### config.mk
export PLATFORM = sky130hd
export DESIGN_NAME = opcode_issue_queue
export DESIGN_NICKNAME = d
export VERILOG_FILES = /design/src/rtl/opq_pkg.sv /design/src/rtl/opq_ram.sv /design/src/rtl/opcode_issue_queue.sv
export SDC_FILE = /design/constraint.sdc
export NUM_CORES = 1
export LEC_CHECK = 0
export CAP_MARGIN = 20
export CORE_MARGIN = 8
export CORE_UTILIZATION = 50
export CTS_CLUSTER_SIZE = 8
export DETAILED_ROUTE_END_ITERATION = 8
export HOLD_SLACK_MARGIN = 0.05
export PLACE_DENSITY_LB_ADDON = 0.1
export SETUP_SLACK_MARGIN = 0.15
export SYNTH_ARGS = -nofsm -noshare
export SYNTH_HDL_FRONTEND = slang
export SYNTH_SLANG_ARGS = --single-unit
export TNS_END_PERCENT = 30
### constraint.sdc
create_clock -name clk -period 4 [get_ports clk]
set_clock_uncertainty 0.1 [all_clocks]
set_input_delay 1.2 -clock clk [delete_from_list [all_inputs] [get_ports clk]]
set_output_delay 1.2 -clock clk [all_outputs]
set_load 0.01 [all_outputs]
### src/rtl/opq_pkg.sv
// Shared definitions for the opcode issue queue: state encoding, decoder widths
// and the occupancy-counter width helper.
package opq_pkg;

  localparam int OP_W_DEF = 7;
  localparam int CTRL_W   = 26;

  typedef enum logic [1:0] {
    EMPTY    = 2'd0,
    ACTIVE   = 2'd1,
    FULL     = 2'd2,
    FLUSHING = 2'd3
  } opq_state_e;

  // One extra bit so that count can represent DEPTH itself.
  function automatic int cnt_width(input int depth);
    return $clog2(depth) + 1;
  endfunction

endpackage

### src/rtl/opq_ram.sv
// DEPTH x OP_W storage array for the issue queue: one write port and one
// asynchronous read port.
module opq_ram #(
  parameter int DEPTH = 4,
  parameter int OP_W  = 7
) (
  input  logic                     clk,
  input  logic                     we,
  input  logic [$clog2(DEPTH)-1:0] waddr,
  input  logic [OP_W-1:0]          wdata,
  input  logic [$clog2(DEPTH)-1:0] raddr,
  output logic [OP_W-1:0]          rdata
);

  logic [OP_W-1:0] mem_q [DEPTH];

  always_ff @(posedge clk) begin
    if (we) begin
      mem_q[waddr] <= wdata;
    end
  end

  assign rdata = mem_q[raddr];

endmodule

### src/rtl/opcode_issue_queue.sv
// First-word-fall-through opcode queue feeding the 7-input control decoder from a
// registered head. Define OPQ_BYPASS_EN for a zero-latency path when the queue is empty.
module opcode_issue_queue
  import opq_pkg::*;
#(
  parameter int DEPTH = 4,
  parameter int OP_W  = OP_W_DEF,
  parameter int CNT_W = 16
) (
  input  logic                        clk,
  input  logic                        rst,
  input  logic                        in_valid,
  output logic                        in_ready,
  input  logic [OP_W-1:0]             in_op,
  input  logic                        flush,
  output logic                        dec_valid,
  output logic [OP_W-1:0]             dec_op,
  input  logic                        dec_ack,
  output logic [cnt_width(DEPTH)-1:0] count,
  output logic [CNT_W-1:0]            issue_cnt
);

  localparam int PW = $clog2(DEPTH);
  localparam int CW = cnt_width(DEPTH);

  opq_state_e      state_q, state_d;
  logic [PW-1:0]   wr_ptr_q, wr_ptr_d;
  logic [PW-1:0]   rd_ptr_q, rd_ptr_d;
  logic [CW-1:0]   count_q, count_d;
  logic [OP_W-1:0] head_op_q, head_op_d;
  logic            head_vld_q, head_vld_d;
  logic [CNT_W-1:0] issue_cnt_q, issue_cnt_d;

  logic            byp_hit;
  logic            byp_take;
  logic            accept;
  logic            pop;
  logic            ram_we;
  logic [OP_W-1:0] ram_rdata;
  logic [CW-1:0]   stay_cnt;

  assign in_ready = !rst && (state_q != FULL) && (state_q != FLUSHING);

`ifdef OPQ_BYPASS_EN
  assign byp_hit = (state_q == EMPTY) && in_valid;
`else
  assign byp_hit = 1'b0;
`endif

  assign dec_valid = head_vld_q || byp_hit;
  assign dec_op    = byp_hit ? in_op : head_op_q;
  assign count     = count_q;
  assign issue_cnt = issue_cnt_q;

  // A bypassed opcode that is acked in the same cycle never touches storage.
  assign byp_take = byp_hit && dec_ack && !flush;
  assign accept   = in_valid && in_ready && !flush;
  assign pop      = head_vld_q && dec_ack && !flush;
  assign ram_we   = accept && !byp_take;
  assign stay_cnt = count_q - CW'(pop);

  opq_ram #(
    .DEPTH (DEPTH),
    .OP_W  (OP_W)
  ) u_ram (
    .clk   (clk),
    .we    (ram_we),
    .waddr (wr_ptr_q),
    .wdata (in_op),
    .raddr (rd_ptr_d),
    .rdata (ram_rdata)
  );

  always_comb begin
    state_d     = state_q;
    wr_ptr_d    = wr_ptr_q;
    rd_ptr_d    = rd_ptr_q;
    count_d     = count_q;
    head_op_d   = head_op_q;
    head_vld_d  = head_vld_q;
    issue_cnt_d = issue_cnt_q;

    if (flush) begin
      state_d    = FLUSHING;
      wr_ptr_d   = '0;
      rd_ptr_d   = '0;
      count_d    = '0;
      head_vld_d = 1'b0;
      head_op_d  = '0;
    end else begin
      if (ram_we) begin
        wr_ptr_d = wr_ptr_q + PW'(1);
      end
      if (pop) begin
        rd_ptr_d = rd_ptr_q + PW'(1);
      end
      if (pop || byp_take) begin
        issue_cnt_d = issue_cnt_q + CNT_W'(1);
      end
      count_d    = count_q + CW'(ram_we) - CW'(pop);
      head_vld_d = (count_d != '0);
      // The new head is the incoming opcode only when nothing else remains queued.
      if (count_d != '0) begin
        head_op_d = (ram_we && (stay_cnt == '0)) ? in_op : ram_rdata;
      end

      if (count_d == '0) begin
        state_d = EMPTY;
      end else if (count_d == CW'(DEPTH)) begin
        state_d = FULL;
      end else begin
        state_d = ACTIVE;
      end
    end
  end

  always_ff @(posedge clk or posedge rst) begin
    if (rst) begin
      state_q     <= EMPTY;
      wr_ptr_q    <= '0;
      rd_ptr_q    <= '0;
      count_q     <= '0;
      head_op_q   <= '0;
      head_vld_q  <= 1'b0;
      issue_cnt_q <= '0;
    end else begin
      state_q     <= state_d;
      wr_ptr_q    <= wr_ptr_d;
      rd_ptr_q    <= rd_ptr_d;
      count_q     <= count_d;
      head_op_q   <= head_op_d;
      head_vld_q  <= head_vld_d;
      issue_cnt_q <= issue_cnt_d;
    end
  end

endmodule

==> results.cfg <==
[global_route]
grt_pass1_vias = 1843
antenna_found_initial = 0
track_usage = 0.151
gr-total-overflow = 0
grt_max_degree = 33
grt_pass1_wl_um = 8940

[timing]
maxSlewHeadroom = 0.715
timing.fmax_mhz = 270
fin_setup_tns_ns = 0
rsz0062_at_grt = false
finalCritPeriodShare = 0.926
finalWorstSetupSlack_ns = 0.297
min_period_ns = 3.70
worst_slew_pin_slew_ns = 0.427
finalSetupViolations = 0
finalHoldViolCount = 0
drv_slew = 0

[cells_and_area]
areaGrowthSynthToFinish_pct = 26.7
finalNetCount = 282
drive_above_1_share = 0.129
diodes = 0
final_cells = 336

[synthesis]
synth_nets = 225
netlist_area_sq_um = 2710
syn_inst = 204
synth_edf_count = 28
synth_area_leader_cell = edfxtp_1
synth_warnings = 0
synth_seq_area_share = 0.605
synthFlopType = dfrtp_1
synth_common_cells = 32 x dfrtp_1, 28 x edfxtp_1, 15 x nor2_1
ys_types = 41
synthArstFlopShare = 0.533
yosys.area.top_type_share = 0.310
synth.area.top_cells = edfxtp_1 31%, dfrtp_1 30%, mux2i_1 4.8%
yosysMostFrequentCell = dfrtp_1
ys_ff_latch = 60
avgSynthCellArea_sq_um = 13.3

[detailed_routing]
firstDrtPassIters = 4
wire_per_inst_um = 16.0
drc = 0
ant_nets = 0
routed_wl_um = 5370
via_per_inst = 5.23
drt_iter0_drc = 91
vias = 1757

[power_and_ir_drop]
p_switching_uw = 501
cellLeakagePower_uw = 0.00151
swShare = 0.282
powerDensity_nw_per_um2 = 517
ir_worst_vdd_uv = 293
clkPwrFrac = 0.276
comb_power_share = 0.280
p_seq_frac = 0.444
p_int_uw = 1280

[clock_tree]
cts_max_level = 3
clkTransAtPathRegs_ns = 0.06
clock_tree.root_cell = clkbuf_8
cts_sinks = 60
clock_latency_ns = 0.33
clk_path_buf_depth = 2
cts_tree = built
cts_buffers = 9

[place]
dp_slack_ns = -0.0960
gp_congestion = 0.743
hpwl_um = 3780
portBuffers = 39
dp_cells = 321

[floorplanning]
die_area_sq_um = 8040
ios = 40
core_area_sq_um = 5370
die_h_um = 89.7
start_util = 0.505
rows = 27
die_x_um = 89.7

[worst_setup_path]
cp.arrival_ns = 3.81
worstPathRequired_ns = 4.11
reg2reg_from = state_q[1]$_DFF_PP0_
startpoint_type = input port
timing.rr.end = dec_op[2]$_DFFE_PP0P_
crit_type = in2reg
cp-startpoint = in_valid
reg2reg_depth = 13
cp-end-kind = flip-flop
regToRegSetupSlack_ns = 1.18
crit_path_max_fanout = 7

[worst_hold_path]
min_path_cells = 1
hp-class = reg2reg
hold_end = issue_cnt[15]$_DFFE_PP0P_
hold_start = issue_cnt[15]$_DFFE_PP0P_

[run_status]
outcome = finished clean

[job]
maxCapViolations = 0
## worst max path at each step
stage	end	slack, ns	cells after the start
4_1_cts	dec_op[5]$_DFFE_PP0P_	0.26	14
6_report	dec_op[2]$_DFFE_PP0P_	0.30	14
3_3_place_gp	dec_op[1]$_DFFE_PP0P_	-0.008	14
5_1_grt	dec_op[5]$_DFFE_PP0P_	0.15	14
3_5_place_dp	dec_op[6]$_DFFE_PP0P_	-0.1	14
2_1_floorplan	dec_op[0]$_DFFE_PP0P_	0.26	12
## sequential cells by signal, indices dropped and copies added, names as in the netlist
name and count:
wr_ptr_q 2, state_q 1, count 3, rd_ptr_q 2, dec_valid 1, dec_op 7, issue_cnt 16, u_ram.mem_q 28
## repair_timing
action / in CTS / in global routing
setup buffers: 0 / 1
setup endpoints to repair: 1 / 7
gates cloned: 0 / 0
pin swaps: 0 / 3
hold buffers: 0 / 0
gates resized for setup: 1 / 1
## power groups by stage
| stage | clock network [uW] | registers, uW | logic, uW |
|---|---|---|---|
| after global placement | 0 | 803 | 499 |
| final | 490 | 790 | 498 |
| after detailed placement | 0 | 802 | 505 |
| after global routing | 527 | 803 | 541 |
| after floorplan | 0 | 815 | 220 |
| after CTS | 500 | 792 | 504 |
## per-layer routing
metal	share of wire	vias to the layer above	GRT usage	routed length (um)
met1	0.46	871	0.193	2450
met2	0.48	33	0.233	2590
li1	-	844	-	-
met4	0.019	0	0.0861	100
met3	0.043	9	0.0318	230
met5	0	-	0	0
## through the flow
step                hold WS (ns)   util  total power [uW]  instance area [sq um]
floorplan                  0.407      -              1040                   2720
global placement           0.362  0.607              1300                   3260
detailed placement         0.364  0.607              1310                   3260
CTS                        0.376  0.638              1800                   3430
global route               0.388  0.640              1870                   3440
finish                     0.371  0.640              1780                   3440
## cells in the final DEF, fill, tap and decap left out, types with 5 or more instances in the layout
cell type         n
a21oi_1          13
a22o_1            7
and3_1            5
buf_4            12
clkbuf_8          9
clkdlybuf4s50_1  37
dfrtp_1          32
edfxtp_1         28
ha_1              8
inv_1            12
mux2i_1          13
nand2_1           6
nor2_1           15
xnor2_1          13
xor2_1            6
## area by class of cell
cell class | instances | area (sq um)
Fill cell | 451 | 1930
Sequential cell | 60 | 1640
Multi-Input combinational cell | 126 | 990
Timing Repair Buffer | 52 | 502
Clock buffer | 10 | 128
Tap cell | 72 | 90.1
Inverter | 12 | 45.0
Clock inverter | 4 | 42.5
## cells by family (layout without fill, tap and decap cells)
| logic type | after synthesis | count (layout) | share of synthesized area |
|---|---|---|---|
| AO/OA/AOI/OAI | 28 | 28 | 0.0724 |
| XOR/XNOR | 19 | 19 | 0.0613 |
| buffers and inverters | 18 | 78 | 0.0323 |
| AND/OR/NAND/NOR | 54 | 54 | 0.124 |
| flip-flops | 60 | 60 | 0.605 |
| adder cells (fa/ha/maj) | 9 | 9 | 0.0443 |
| multiplexers | 16 | 16 | 0.0613 |
## worst max-delay path, stage by stage
cell and delay, ns:
clkdlybuf4s50_1 0.51, nor4b_4 0.22, inv_1 0.07, ha_1 0.26, inv_1 0.05, ha_1 0.13
inv_1 0.05, fa_1 0.37, xnor2_1 0.14, xnor2_1 0.24, a21o_1 0.20, buf_12 0.13
a21oi_1 0.04, a22o_1 0.21
(Power assumes the default switching activity.)
==> variant: new RTL, same settings <==
Set the package constant `OP_W_DEF` to 8 (it was 7).
--- a/src/rtl/opq_pkg.sv
+++ b/src/rtl/opq_pkg.sv
@@ -3,5 +3,5 @@
 package opq_pkg;
 
-  localparam int OP_W_DEF = 7;
+  localparam int OP_W_DEF = 8;
   localparam int CTRL_W   = 26;
 
Interface: changed (resized dec_op and in_op); port bits go from 40 to 42. No check against the original RTL was run, so the function may have changed too.
==> variant against the unedited design <==
Sequential cell count increased by 5. Power increased by 24%. Clock power increased by 48%. Area after synthesis increased by 6.9%. Worst setup slack got worse by 41 ps. Routed wire length increased by 14%. Sequential share of layout area decreased by 1.1 points. Design area increased by 11%. Critical endpoint unchanged. Largest cell class unchanged. Critical path type unchanged. Hold slack improved by 1.7 ps. Combinational power increased by 21%. Non-clock buffer count increased by 6.
==> variant: results (changes against the unedited design) <==
qor: hold_path.hold_path.class flop to flop
qor: clock_network.clock-root-buffer clkbuf_8
qor: place.detailed_place.area 3500 um^2 [+7.4%]
qor: final_layout.largest_reg_flops 32 [+14%]
qor: place.dp_hpwl 4290 um [+13%]
qor: power_and_ir_drop.switching_share 27.2% [-0.96 points]
qor: power_and_ir_drop.max-vdd-ir-drop 0.542 mV [+85%]
qor: final_layout.antennaDiodeCount 0 [unchanged]
qor: yosys.syn-num-nets 226 [+0.44%]
qor: yosys.synth_top_cells_by_area edfxtp_1 (33%), dfrtp_1 (28%), a221oi_1 (4.8%), xnor2_1 (3.6%), ha_1 (3.5%)
qor: clock_network.cts_inserted_buffers 9 [unchanged]
qor: yosys.syn_area 2900 um^2 [+6.9%]
qor: yosys.post_synth_edffs 32 [+14%]
qor: worst_setup_path.timing.critical_path.fanout_max 8 [+1]
qor: final_layout.top_register u_ram.mem_q
qor: drt.drtPass1Iterations 4 [unchanged]
qor: timing.worst_pin_slew 770 ps [+342 ps]
qor: yosys.most_frequent_cells_after_synthesis dfrtp_1 (33), edfxtp_1 (32), a221oi_1 (16), xnor2_1 (12), nor2b_1 (11)
qor: outcome.status complete, no violations
qor: power_and_ir_drop.cellLeakagePower 0.00154 uW [+2.0%]
qor: drt.dr.first_iter.drc_count 87 [-4.4%]
qor: clock_network.insertion_delay_to_the_later_sink_of_the_worst_skew_pair 330 ps [about the same]
qor: global_routing.vias_in_the_first_global_route 1983 [+7.6%]
qor: yosys.post_synthesis_async_set_or_reset_flop_share 50.8% [-2.6 points]
qor: final_layout.drive_above_1_share 18.6% [+5.7 points]
qor: global_routing.grt_use_total 15.2% [+0.019 points]
qor: global_routing.grt_max_degree 30 [-9.1%]
qor: drt.route.vias.total 1913 [+8.9%]
qor: drt.routed_wl 6140 um [+14%]
qor: place.finalWeightedCongestion 0.756 [+1.8%]
qor: global_routing.grt_first_pass_wirelength 9990 um [+12%]
qor: global_routing.grt_antenna_before_repair 0 [unchanged]
qor: worst_setup_path.worst-endpoint-arrival 3880 ps [+70 ps]
qor: place.port-buffer-count 41 [+5.1%]
qor: yosys.synth-seq-area-share 61.6% [+1.1 points]
qor: place.post-place-cells 328 [+2.2%]
qor: final_layout.num-nets-final 291 [+3.2%]
qor: drt.wire_per_inst 17.7 um [+11%]
## variant: cell count changes after synthesis, sizes merged, moves of 8 or more
cell    change
nor2b       +8
a221oi     +15
mux2i      -13
a32oi       +8
a21oi      -11
## variant: area by class of cell
class | count | area [um^2]
Clock buffer | 11 | 131
Clock inverter | 5 | 128
Fill cell | 405 | 1710
Inverter | 10 | 37.5
Multi-Input combinational cell | 125 | 1100
Sequential cell | 65 | 1790
Tap cell | 72 | 90.1
Timing Repair Buffer | 58 | 557
## variant: worst paths after layout
check | startpoint | end | slack [ps] | cells after the start
worst max-delay path | in_valid | dec_op[2] | 260 | 12
worst min-delay path | issue_cnt[15] | issue_cnt[15] | 370 | 1
worst max register to register | state_q[1] | dec_op[2] | 1130 | 11
worst min register to register | issue_cnt[15] | issue_cnt[15] | 370 | 1
max in group asynchronous | rst | issue_cnt[5] | 2300 | 4
min in group asynchronous | rst | state_q[1] | 870 | 3
## variant: power groups by stage
| stage | registers, uW | logic, uW | clock network, uW |
|---|---|---|---|
| finish | 869 | 605 | 725 |
| global route | 880 | 650 | 765 |
| CTS | 868 | 561 | 739 |
| detailed placement | 880 | 558 | 0 |
| global placement | 879 | 550 | 0 |
| floorplan | 890 | 271 | 0 |
## variant: logic make-up after synthesis
| group | share of synthesized area [%] |
|---|---|
| AOI/OAI and AO/OA | 12.9 |
| adders and majority gates | 4.14 |
| DFF | 61.6 |
| muxes | 0.733 |
| buffers and inverters | 2.20 |
| and+or+nand+nor | 11.0 |
| xor gates and xnor gates | 7.46 |
## variant: routing by layer
metal,track usage (%),wire (um),up-vias
li1,-,-,907
met1,17.9,2770,949
met2,25.0,2980,50
met3,5.22,327,7
met4,5.50,70,0
met5,0,0,-
## variant: repair_timing
action / in CTS / in global routing
resized for setup: 0 / 10
endpoints found under the setup margin: 0 / 8
hold buffers: 0 / 0
setup buffers: 0 / 2
## variant: critical path: stages
cell             delay (ps)
clkdlybuf4s50_1         490
nor4b_4                 230
inv_1                    90
ha_1                    280
inv_1                    60
ha_1                    130
inv_1                    50
fa_1                    410
xnor3_1                 250
a21oi_4                 250
nand2b_4                160
o31ai_2                 280
## variant: metrics by stage
step,util (%),setup WS [ps]
2_1_floorplan,-,225
3_3_place_gp,63.2,-97.9
3_5_place_dp,63.2,-211
4_1_cts,67.9,150
5_1_grt,69.1,118
6_report,69.1,256
